[src/rtl/boot_pkg.sv]
// -----------------------------------------------------------------------------
// boot_pkg
//   Shared definitions for the boot loader front end: default character width
//   and clock frequency, the line-ending characters the hex parser also keys
//   on, the receive FSM state type and the bit-period helper.
//   No ports (package).
// -----------------------------------------------------------------------------
package boot_pkg;

    localparam int unsigned char_width_default   = 8;
    localparam int unsigned clk_frequency_default = 50_000_000;

    // Line terminators shared with the boot hex parser.
    localparam logic [7:0] CHAR_CR = 8'h0D;
    localparam logic [7:0] CHAR_LF = 8'h0A;

    // Receive FSM states. BREAK holds off new frames while the line sits low
    // after a framing error.
    typedef enum logic [2:0] {
        IDLE  = 3'd0,
        START = 3'd1,
        DATA  = 3'd2,
        STOP  = 3'd3,
        BREAK = 3'd4
    } rx_state_t;

    // Bit period in clk cycles, rounded to the nearest integer.
    function automatic int unsigned calc_bit_cycles(input int unsigned clk_frequency,
                                                    input int unsigned baud_rate);
        return (clk_frequency + baud_rate / 2) / baud_rate;
    endfunction

endpackage

[src/rtl/boot_rx_synchronizer.sv]
// -----------------------------------------------------------------------------
// boot_rx_synchronizer
//   Multi-flop synchronizer bringing the asynchronous rx line into the clk
//   domain. All flops reset to 1 so that reset looks like an idle line and
//   never fakes a start bit.
// Ports
//   clk    in   1  clock
//   reset  in   1  asynchronous, active-high reset
//   rx     in   1  raw serial line, asynchronous to clk
//   rx_s   out  1  synchronized serial line
// -----------------------------------------------------------------------------
module boot_rx_synchronizer #(
    parameter int unsigned sync_stages = 2
) (
    input  logic clk,
    input  logic reset,
    input  logic rx,
    output logic rx_s
);

    if (sync_stages < 2) begin : g_sync_stages_check
        $error("boot_rx_synchronizer: sync_stages must be >= 2");
    end

    logic [sync_stages-1:0] sync_q;

    always_ff @(posedge clk or posedge reset) begin
        if (reset) begin
            sync_q <= '1;
        end else begin
            sync_q <= {sync_q[sync_stages-2:0], rx};
        end
    end

    assign rx_s = sync_q[sync_stages-1];

endmodule

[src/rtl/boot_uart_receiver.sv]
// -----------------------------------------------------------------------------
// boot_uart_receiver
//   Serial front end of the boot loader. Oversamples the 8N1 (LSB first) rx
//   line, samples every bit at its centre and hands each correctly framed
//   character to the boot hex parser as a one-cycle pulse. A low stop bit
//   produces a one-cycle framing_error pulse instead, after which the receiver
//   waits for the line to return high before looking for a new start bit.
//
// Output handshake: out_valid and framing_error are push-only strobes with no
//   ready; the consumer must take every pulse. out_char is updated only on the
//   cycle out_valid is high and holds until the next out_valid. out_valid and
//   framing_error are never high together.
//
// Ports
//   clk            in   1           clock, all logic on posedge
//   reset          in   1           asynchronous, active-high reset
//   rx             in   1           raw serial line, idle high, async to clk
//   out_valid      out  1           one-cycle pulse: new character on out_char
//   out_char       out  char_width  last correctly framed character
//   framing_error  out  1           one-cycle pulse: stop bit low, char dropped
//   busy           out  1           high while a frame is in progress
//   dbg_state      out  3           current FSM state (rx_state_t encoding)
// -----------------------------------------------------------------------------
module boot_uart_receiver
    import boot_pkg::*;
#(
    parameter int unsigned clk_frequency = clk_frequency_default,
    parameter int unsigned baud_rate     = 115_200,
    parameter int unsigned char_width    = char_width_default,
    parameter int unsigned sync_stages   = 2
) (
    input  logic                  clk,
    input  logic                  reset,
    input  logic                  rx,
    output logic                  out_valid,
    output logic [char_width-1:0] out_char,
    output logic                  framing_error,
    output logic                  busy,
    output logic [2:0]            dbg_state
);

    localparam int unsigned bit_cycles  = calc_bit_cycles(clk_frequency, baud_rate);
    localparam int unsigned half_cycles = bit_cycles / 2;
    localparam int unsigned cnt_w       = $clog2(bit_cycles + 1);
    localparam int unsigned idx_w       = (char_width > 1) ? $clog2(char_width) : 1;

    // Terminal counts: the counter runs 0..N-1 and the sample is taken on the
    // cycle it sits at N-1, so each phase lasts exactly N cycles.
    localparam logic [cnt_w-1:0] bit_last  = cnt_w'(bit_cycles - 1);
    localparam logic [cnt_w-1:0] half_last = cnt_w'(half_cycles - 1);
    localparam logic [idx_w-1:0] idx_last  = idx_w'(char_width - 1);
    localparam logic [cnt_w-1:0] cnt_one   = cnt_w'(1);
    localparam logic [idx_w-1:0] idx_one   = idx_w'(1);

    if (bit_cycles < 4) begin : g_bit_cycles_check
        $error("boot_uart_receiver: bit_cycles must be >= 4");
    end

    if (char_width < 2) begin : g_char_width_check
        $error("boot_uart_receiver: char_width must be >= 2");
    end

    // -------------------------------------------------------------------------
    // rx synchronizer: the FSM only ever looks at rx_s.
    // -------------------------------------------------------------------------
    logic rx_s;

    boot_rx_synchronizer #(
        .sync_stages (sync_stages)
    ) u_sync (
        .clk   (clk),
        .reset (reset),
        .rx    (rx),
        .rx_s  (rx_s)
    );

    // -------------------------------------------------------------------------
    // Receive FSM with bit counter, bit index and shift register.
    // -------------------------------------------------------------------------
    rx_state_t             state;
    logic [cnt_w-1:0]      count;
    logic [idx_w-1:0]      bit_idx;
    logic [char_width-1:0] shift;

    always_ff @(posedge clk or posedge reset) begin
        if (reset) begin
            state         <= IDLE;
            count         <= '0;
            bit_idx       <= '0;
            shift         <= '0;
            out_char      <= '0;
            out_valid     <= 1'b0;
            framing_error <= 1'b0;
            busy          <= 1'b0;
        end else begin
            // Both event strobes last a single cycle.
            out_valid     <= 1'b0;
            framing_error <= 1'b0;

            case (state)
                IDLE: begin
                    count <= '0;
                    if (!rx_s) begin
                        state <= START;
                        busy  <= 1'b1;
                    end
                end

                // Re-check the line half a bit later: a high level there means
                // the falling edge was a glitch, not a start bit.
                START: begin
                    if (count == half_last) begin
                        count <= '0;
                        if (rx_s) begin
                            state <= IDLE;
                            busy  <= 1'b0;
                        end else begin
                            state   <= DATA;
                            bit_idx <= '0;
                        end
                    end else begin
                        count <= count + cnt_one;
                    end
                end

                // Data arrives LSB first, so each new bit enters at the MSB end
                // and the first bit ends up in bit 0 after char_width shifts.
                DATA: begin
                    if (count == bit_last) begin
                        count <= '0;
                        shift <= {rx_s, shift[char_width-1:1]};
                        if (bit_idx == idx_last) begin
                            state <= STOP;
                        end else begin
                            bit_idx <= bit_idx + idx_one;
                        end
                    end else begin
                        count <= count + cnt_one;
                    end
                end

                // Leaving at the stop-bit centre puts us back in IDLE half a
                // bit early, so a start bit that follows immediately is seen.
                STOP: begin
                    if (count == bit_last) begin
                        count <= '0;
                        if (rx_s) begin
                            out_char  <= shift;
                            out_valid <= 1'b1;
                            state     <= IDLE;
                            busy      <= 1'b0;
                        end else begin
                            framing_error <= 1'b1;
                            state         <= BREAK;
                        end
                    end else begin
                        count <= count + cnt_one;
                    end
                end

                // A line held low (break) must not be read as endless frames.
                BREAK: begin
                    count <= '0;
                    if (rx_s) begin
                        state <= IDLE;
                        busy  <= 1'b0;
                    end
                end

                default: begin
                    state <= IDLE;
                    count <= '0;
                    busy  <= 1'b0;
                end
            endcase
        end
    end

    assign dbg_state = state;

endmodule

[config.mk]
export PLATFORM = sky130hd
export DESIGN_NAME = boot_uart_receiver
export DESIGN_NICKNAME = d
export VERILOG_FILES = /design/src/rtl/boot_pkg.sv /design/src/rtl/boot_rx_synchronizer.sv /design/src/rtl/boot_uart_receiver.sv
export SDC_FILE = /design/constraint.sdc
export NUM_CORES = 1
export LEC_CHECK = 0
export BUFFER_PORTS_ARGS = -buffer_cell sky130_fd_sc_hd__buf_2
export CAP_MARGIN = 20
export CORE_ASPECT_RATIO = 1.25
export CORE_MARGIN = 10
export CORE_UTILIZATION = 57
export DETAILED_ROUTE_END_ITERATION = 10
export PLACE_DENSITY = 0.84
export SLEW_MARGIN = 20
export SYNTH_ARGS = -nofsm -noshare
export SYNTH_HDL_FRONTEND = slang
export SYNTH_SLANG_ARGS = --single-unit
[constraint.sdc]
create_clock -name clk -period 2.11 [get_ports clk]
set_input_delay 0.3165 -clock clk [delete_from_list [all_inputs] [get_ports clk]]
set_output_delay 0.3165 -clock clk [all_outputs]
set_load 0.005 [all_outputs]
==> results.md, run 1 <==
- Result of the run: completed
- Worst ir drop on vdd: roughly 0.43 mV
- Skew-Pair Late Insertion Delay: approximately 0.34 ns
- Share of the clock period used by the worst path after layout: 87.48%
- Worst path slowest cell: sky130_fd_sc_hd__dfrtp_1
- Worst max-slew margin expressed relative to the limit: between 60% and 70%
- Die X: slightly below 70 um
- Count of final setup violators: 0
- Synth Area per Inst: approximately 13 um2
- Vias/cell: approximately 5.6
- Compound-cell area share of the yosys netlist: a little under 6%
- Initial standard-cell utilization of the core: 58.70%
- Number of endpoints with negative hold slack in the final report: 0
- Upper clock frequency limit: between 500 and 600 MHz
- Placed wire-length estimate: 2.244 mm
- Post-layout instance count excluding filler cells: approximately 190
- Slew @ Worst Pin: between 0.5 and 0.6 ns
- TritonCTS clock tree: yes
- FFs w/ async S/R, synth: 100.0%
- Count of nets left with antenna violations after detail routing: 0
- Power share of the combinational group: 1.7%
- Max stage delay on crit path: approximately 0.42 ns
- Cell count after placement: about 180
- Post-route setup TNS: 0 ns
- Data arrival time at the worst-slack endpoint: 2.09 ns
- Area enclosed by the die boundary: between 5000 and 6000 um2
- First-pass detailed-route iteration total: 2
- Post-synthesis cell type with the largest combined area: sky130_fd_sc_hd__dfrtp_1
- H-tree lvl count: 2
- Global routing usage summed across all routing layers: between 10% and 20%
- Crit path capture type: flop
- Dominant synthesized flop cell: sky130_fd_sc_hd__dfrtp_1
- Flops & latches, synth: 36
- Total core area: 2918 um2
- Fraction of synthesized cell area taken by the top area cell type: roughly half
- Commonest non-fill, non-tap cell in the layout: sky130_fd_sc_hd__dfrtp_1
- Family with the most delay on the worst path: simple AND/OR/NAND/NOR gates
- Worst-path maximum fanout: 9
- Sequential group share of total power: a little under two thirds
- Setup CP Type: flop to flop
- Share of total power consumed by net switching: 21.61%
- Net switching power figure: 237.4 uW
- Synthesized Nets: 137
- Fraction of synthesized cell area in xor and xnor cells: 3.579%
- Placed Instance Area: between 1500 and 2000 um2
- Worst min-delay path category: primary input to async pin
- Number of rows created at floorplan: 22
- TritonCTS Buffers: 5
- Worst Path Required: ~2.4 ns
- Post-Synthesis Cell Area: 1713 um2
- Global-route wire length before repair: approximately 5.5 mm
- Clock network power share: roughly a third
- Fraction of the yosys area taken by sequential cells: ~53%
- Maximum buffer depth of the clock tree: 2
- Worst-path cell chain: inv_1 > ha_1 > nand4b_4 > nor2_8 > and4_4 > mux2_4
- Fraction of layout cells with a size suffix above 1: between 20% and 30%
- Mux contribution to synthesized area: between 10% and 20%
- Drt drc: 0
- EDFF count, synth: 0
- Count of buffers from port buffering: 16
- Pre-CTS worst setup slack: between 0.2 and 0.3 ns
- Buffers plus inverters on the worst setup path: 1
- Cell count after synthesis: between 100 and 150
- Detailed Route Iter0 Violations: 66
- Wire length after detailed routing: 3.054 mm
- Clock skew: 0.005087 ns
- CTS sink cnt: 36
- Routed via count: about 1.0k
- Diode count: 0
- Synthesis-to-finish area growth: 8.693%
- Number of global-route vias before repair: roughly 1.1k
- I/O pin total: 17
- Grt ovf: 0
- Post-CTS Setup Repair Bufs: 0
- Setup repair after global routing missed its margin: false
- Pwr dens: approximately 600 nW/um2
- Total of hold buffers inserted after clock tree synthesis: 0
- Reported leakage power: roughly 0.93 nW
- Number of distinct standard cells referenced by the synthesized netlist: 39
- Pin count of the biggest net entering global routing: 37
- Antenna violations before repair: 0
- Share of synthesized cell area in full adder, half adder and majority cells: 3.652%
- Max-capacitance violation count: 0
- Combinational family with the most area after synthesis: simple AND/OR/NAND/NOR gates
- Post-cts repair resize count: 0
- Internal power of the cells: around 860 uW
- Routability congestion estimate from global placement: just over 0.8
- Clock input transition at the sequential cells of the worst setup and hold paths: roughly 0.1 ns
- Die Span Y: around 81 um
- Most used cells in the layout excluding fill and tap cells: sky130_fd_sc_hd__dfrtp_1, sky130_fd_sc_hd__buf_2, sky130_fd_sc_hd__nor2_1
- CP startpoint kind: flop
- Count of yosys warnings during synthesis: 0
- Post-layout min period: about 1.8 ns
- Top post-synthesis cells by area: sky130_fd_sc_hd__dfrtp_1, sky130_fd_sc_hd__mux2_4, sky130_fd_sc_hd__mux2_1
- Final count of pins violating max slew: 0
- Share of synthesized cell area in and, or, nand and nor gates: 17.24%
- Slack of the critical path: roughly 0.26 ns
- Final design area excluding fillers: about 1900 um2
- Average wire length per cell after detail routing: about 16 um
- Root Buffer Master: sky130_fd_sc_hd__clkbuf_4
- Layout Nets: around 160
-- sequential cells by signal, summed over array words and instances (netlist names) --
name	flops
bit_idx	3
busy	1
count	9
dbg_state	3
framing_error	1
out_char	8
out_valid	1
shift	8
u_sync.sync_q	2
-- metal layers --
| layer | vias to the layer above | GRT usage (%) | part of all wire, % |
|---|---|---|---|
| met3 | 9 | 5.122 | 4.9 |
| met2 | 18 | 20.70 | 52 |
| met1 | 530 | 12.86 | 40 |
| met4 | 0 | 7.258 | 2.6 |
| met5 | - | 0 | 0 |
| li1 | 491 | - | - |
-- cell type report --
cell class              instances  area [um2]
fillers                       251        1056
clock buffers                   8       58.81
repair buffers                 17       87.58
inverters                       6       22.52
multi-input cells              83       744.5
well taps                      36       45.04
flip-flops and latches         36       903.4
-- per-stage QoR --
stage	hold slack (ns)	utilization [%]	total power [mW]
after floorplan	0.3210	-	0.7207
after global placement	0.3484	61.79	0.7273
after detailed placement	0.3469	61.79	0.7284
after CTS	0.04957	63.81	1.111
after global routing	0.03568	63.81	1.149
final	0.04516	63.81	1.098
-- kinds of logic (layout without fill, tap and decap cells) --
family          Yosys count  in the layout
compound gates           13             13
xor+xnor                  7              7
fa+ha+maj                 5              5
buf+inv                  10             31
flops                    36             36
mux                      17             17
simple gates             41             41
-- worst paths after layout --
check / startpoint / endpoint / slack (ns) / cells after the start
worst max-delay path: count[1] / out_char[7] / 0.26 / 6
worst min-delay path: reset / shift[4] / 0.05 / 3
worst max register to register: count[1] / out_char[7] / 0.26 / 6
worst min register to register: u_sync.sync_q[0] / u_sync.sync_q[1] / 0.36 / 0
max in group asynchronous: reset / u_sync.sync_q[1] / 1.72 / 3
min in group clk: rx / u_sync.sync_q[0] / 0.06 / 1
-- power groups by stage --
stage	sequential, mW	combinational [mW]	clock [mW]
after floorplan	0.707	0.0140	0
after global placement	0.709	0.0181	0
after detailed placement	0.709	0.0193	0
after CTS	0.696	0.0194	0.395
after global routing	0.696	0.0218	0.431
final	0.696	0.0181	0.384
-- worst register-to-register path, stage by stage, from the launching register on --
cell	delay [ns]
sky130_fd_sc_hd__dfrtp_1	0.42
sky130_fd_sc_hd__inv_1	0.08
sky130_fd_sc_hd__ha_1	0.19
sky130_fd_sc_hd__nand4b_4	0.18
sky130_fd_sc_hd__nor2_8	0.20
sky130_fd_sc_hd__and4_4	0.36
sky130_fd_sc_hd__mux2_4	0.32
-- Yosys cell counts (all sizes together) (2+ instances only) --
cell type / count
a21oi: 3
a22o: 2
buf: 3
dfrtp: 34
dfstp: 2
ha: 5
inv: 6
mux2: 17
nand2: 4
nand2b: 2
nand3: 9
nor2: 16
nor4: 2
or3b: 2
xnor2: 5
xor2: 2
(Power assumes the default switching activity.)
==> inputs of run 2 (changes only) <==
Settings changed: ABC_AREA set to 1.
==> results.md, run 2 <==
- Result of the run: completed
- Pwr dens: 563.4 nW/um2 (-4.5%)
- TritonCTS Buffers: 5 (unchanged)
- Skew-Pair Late Insertion Delay: 0.34 ns (about the same)
- Count of buffers from port buffering: 16 (unchanged)
- Share of total power consumed by net switching: 21.98% (+0.36 points)
- Setup CP Type: flop to flop
- Final count of pins violating max slew: 0 (unchanged)
- Worst-path maximum fanout: 17 (+8)
- Power share of the combinational group: 2.1% (+0.4 points)
- Placed Instance Area: 1818 um2 (+0.83%)
- Number of endpoints with negative hold slack in the final report: 0 (unchanged)
- Cell count after synthesis: 198 (+53%)
- Post-route setup TNS: 0 ns (unchanged)
- Post-CTS Setup Repair Bufs: 0 (unchanged)
- Diode count: 0 (unchanged)
- Number of rows created at floorplan: 22 (unchanged)
- Worst ir drop on vdd: 0.5015 mV (+16%)
- Count of nets left with antenna violations after detail routing: 0 (unchanged)
- Die Span Y: 81.09 um (-0.25%)
- Data arrival time at the worst-slack endpoint: 1.94 ns (-0.15 ns)
- Fraction of layout cells with a size suffix above 1: 17.73% (-12 points)
- Area enclosed by the die boundary: 5584 um2 (-0.48%)
- Dominant synthesized flop cell: sky130_fd_sc_hd__dfrtp_1
- Count of yosys warnings during synthesis: 0 (unchanged)
- Pre-CTS worst setup slack: 0.3756 ns (+0.1153 ns)
- Final design area excluding fillers: 1864 um2 (+0.13%)
- Crit path capture type: flop
- Synthesis-to-finish area growth: 9.559%
- Synth Area per Inst: 8.594 um2 (-35%)
- Fraction of the yosys area taken by sequential cells: 53.09% (+0.35 points)
- Reported leakage power: 0.9507 nW (+1.7%)
- CP startpoint kind: flop
- Layout Nets: 228 (+45%)
- H-tree lvl count: 2 (unchanged)
- Global-route wire length before repair: 5.499 mm (+0.51%)
- Flops & latches, synth: 36 (unchanged)
- Antenna violations before repair: 0 (unchanged)
- Routability congestion estimate from global placement: 0.8326 (+0.75%)
- Filler cell count: 261 (+4.0%)
- Slack of the critical path: 0.3780 ns (+0.1139 ns)
- Post-Synthesis Cell Area: 1702 um2 (-0.66%)
- Cell count after placement: 249 (+40%)
- Routed via count: 1,300 (+24%)
- Number of global-route vias before repair: 1,323 (+17%)
- Most frequent cells after synthesis: sky130_fd_sc_hd__nand2_1, sky130_fd_sc_hd__dfrtp_1, sky130_fd_sc_hd__inv_1, sky130_fd_sc_hd__nor2_1, sky130_fd_sc_hd__o21ai_0
- EDFF count, synth: 0 (unchanged)
- Share of the clock period used by the worst path after layout: 82.08% (-5.4 points)
- Register-to-Register Path Depth: 7 (+1)
- First-pass detailed-route iteration total: 4 (+2)
- Worst min-delay path category: primary input to async pin
- Upper clock frequency limit: 577.4 MHz (+6.6%)
- Pin count of the biggest net entering global routing: 37 (unchanged)
- Max-capacitance violation count: 0 (unchanged)
- Total core area: 2890 um2 (-0.94%)
- Largest registers: count: 9 flops, out_char: 8 flops, shift: 8 flops
- Detailed Route Iter0 Violations: 71 (+7.6%)
- Global routing usage summed across all routing layers: 12.66% (+0.33 points)
- Drt drc: 0 (unchanged)
- Total of hold buffers inserted after clock tree synthesis: 0 (unchanged)
- Total power: 1.050 mW (-4.4%)
- Vias/cell: 5.078 (-9.9%)
- Fraction of synthesized cell area taken by the top area cell type: 50.00% (+0.33 points)
- Grt ovf: 0 (unchanged)
- Top post-synthesis cells by area: sky130_fd_sc_hd__dfrtp_1, sky130_fd_sc_hd__nand2_1, sky130_fd_sc_hd__inv_1
- Initial standard-cell utilization of the core: 58.87% (+0.17 points)
- Clock input transition at the sequential cells of the worst setup and hold paths: 0.10 ns (about the same)
- Clock network power share: 31.8% (-3.2 points)
- Number of distinct standard cells referenced by the synthesized netlist: 23 (-41%)
- FFs w/ async S/R, synth: 100.0% (unchanged)
- Largest Register: count
- TritonCTS clock tree: yes
- Commonest non-fill, non-tap cell in the layout: sky130_fd_sc_hd__nand2_1
- Most used cells in the layout excluding fill and tap cells: sky130_fd_sc_hd__nand2_1, sky130_fd_sc_hd__dfrtp_1, sky130_fd_sc_hd__inv_1
- Maximum buffer depth of the clock tree: 2 (unchanged)
- Worst max-slew margin expressed relative to the limit: 62.90% (-1.6 points)
- Flip-flop count of the largest register after layout: 9 (unchanged)
- CTS sink cnt: 36 (unchanged)
- Count leader, synth: sky130_fd_sc_hd__nand2_1
- Placed wire-length estimate: 2.232 mm (-0.57%)
- Setup repair after global routing missed its margin: false
- Post-synthesis cell type with the largest combined area: sky130_fd_sc_hd__dfrtp_1
- I/O pin total: 17 (unchanged)
- Post-layout instance count excluding filler cells: 256 (+38%)
- Post-layout min period: 1.732 ns (-0.1139 ns)
- Synthesized Nets: 206 (+50%)
- Die X: 68.87 um (-0.23%)
- Average wire length per cell after detail routing: 11.96 um (-27%)
- Clock skew: 0.008850 ns (+0.003763 ns)
- Root Buffer Master: sky130_fd_sc_hd__clkbuf_4
- Worst Path Required: 2.32 ns (-0.03 ns)
- Net switching power figure: 230.8 uW (-2.8%)
- Wire length after detailed routing: 3.062 mm (+0.26%)
- Sequential group share of total power: 66.1% (+2.7 points)
- Post-cts repair resize count: 0 (unchanged)
- Internal power of the cells: 819.6 uW (-4.8%)
- Slew @ Worst Pin: 0.5547 ns (+0.02634 ns)
- Count of final setup violators: 0 (unchanged)
## run 2: changes by cell type after synthesis, sizes merged, moves of 3 or more
cell	before	now
nand2	4	53
o21ai	1	18
nand3	9	12
xnor2	5	1
inv	6	29
a21oi	3	0
mux2	17	0
nor3	1	5
nor2	16	26
o21a	0	4
## run 2: worst max-delay path, stage by stage, from the launching register on
cell and delay [ns]:
sky130_fd_sc_hd__dfrtp_1 0.41, sky130_fd_sc_hd__inv_1 0.08, sky130_fd_sc_hd__ha_1 0.13, sky130_fd_sc_hd__nand2_1 0.06, sky130_fd_sc_hd__nor2_1 0.14, sky130_fd_sc_hd__nand2_2 0.15
sky130_fd_sc_hd__nor3_4 0.46, sky130_fd_sc_hd__o21ai_0 0.16
## run 2: power groups by stage
stage	Clock (mW)	Sequential, mW	Combinational (mW)
after detailed placement	0	0.708	0.0225
final	0.334	0.694	0.0216
after CTS	0.353	0.694	0.0226
after global placement	0	0.708	0.0222
after floorplan	0	0.708	0.0147
after global routing	0.371	0.695	0.0251
## run 2: kinds of logic (layout without fill, tap and decap cells)
family,count (synthesis),count (layout),synth area share (%)
and+or+nand+nor,99,99,26.18
DFF,36,36,53.09
buffers and inverters,31,53,7.352
AOI/OAI and AO/OA,23,23,7.647
adders and majority gates,5,5,3.676
xor gates and xnor gates,4,4,2.059
## run 2: path summary, 6_finish.rpt
| kind | start | endpoint | slack, ns |
|---|---|---|---|
| worst max-delay path | count[1] | out_char[0] | 0.38 |
| worst min-delay path | reset | out_char[0] | 0.05 |
| worst max register to register | count[1] | out_char[0] | 0.38 |
| worst min register to register | u_sync.sync_q[0] | u_sync.sync_q[1] | 0.36 |
| max in group asynchronous | reset | u_sync.sync_q[0] | 1.71 |
| min in group clk | rx | u_sync.sync_q[0] | 0.06 |
## run 2: metal layers
metal	global-route usage, %	share of wire [%]	vias to the layer above
li1	-	-	668
met1	13.52	43	604
met2	21.79	52	21
met3	4.270	4.1	7
met4	5.534	1.4	0
met5	0	0	-
## run 2: area by class of cell
class	instances	area, um2	share of cell area [%]
Sequential cell	36	903.4	48.46
Multi-Input combinational cell	131	673.1	36.11
Inverter	29	108.9	5.839
Timing Repair Buffer	17	87.58	4.698
Tap cell	36	45.04	2.416
Clock buffer	6	41.29	2.215
Clock inverter	1	5.005	0.2685
## run 2: through the flow
stage / utilization (%) / hold WS [ns]
after CTS: 64.50 / 0.04362
after floorplan: - / 0.3210
after global routing: 64.50 / 0.05068
after detailed placement: 62.90 / 0.3475
after global placement: 62.90 / 0.3456
final: 64.50 / 0.05222
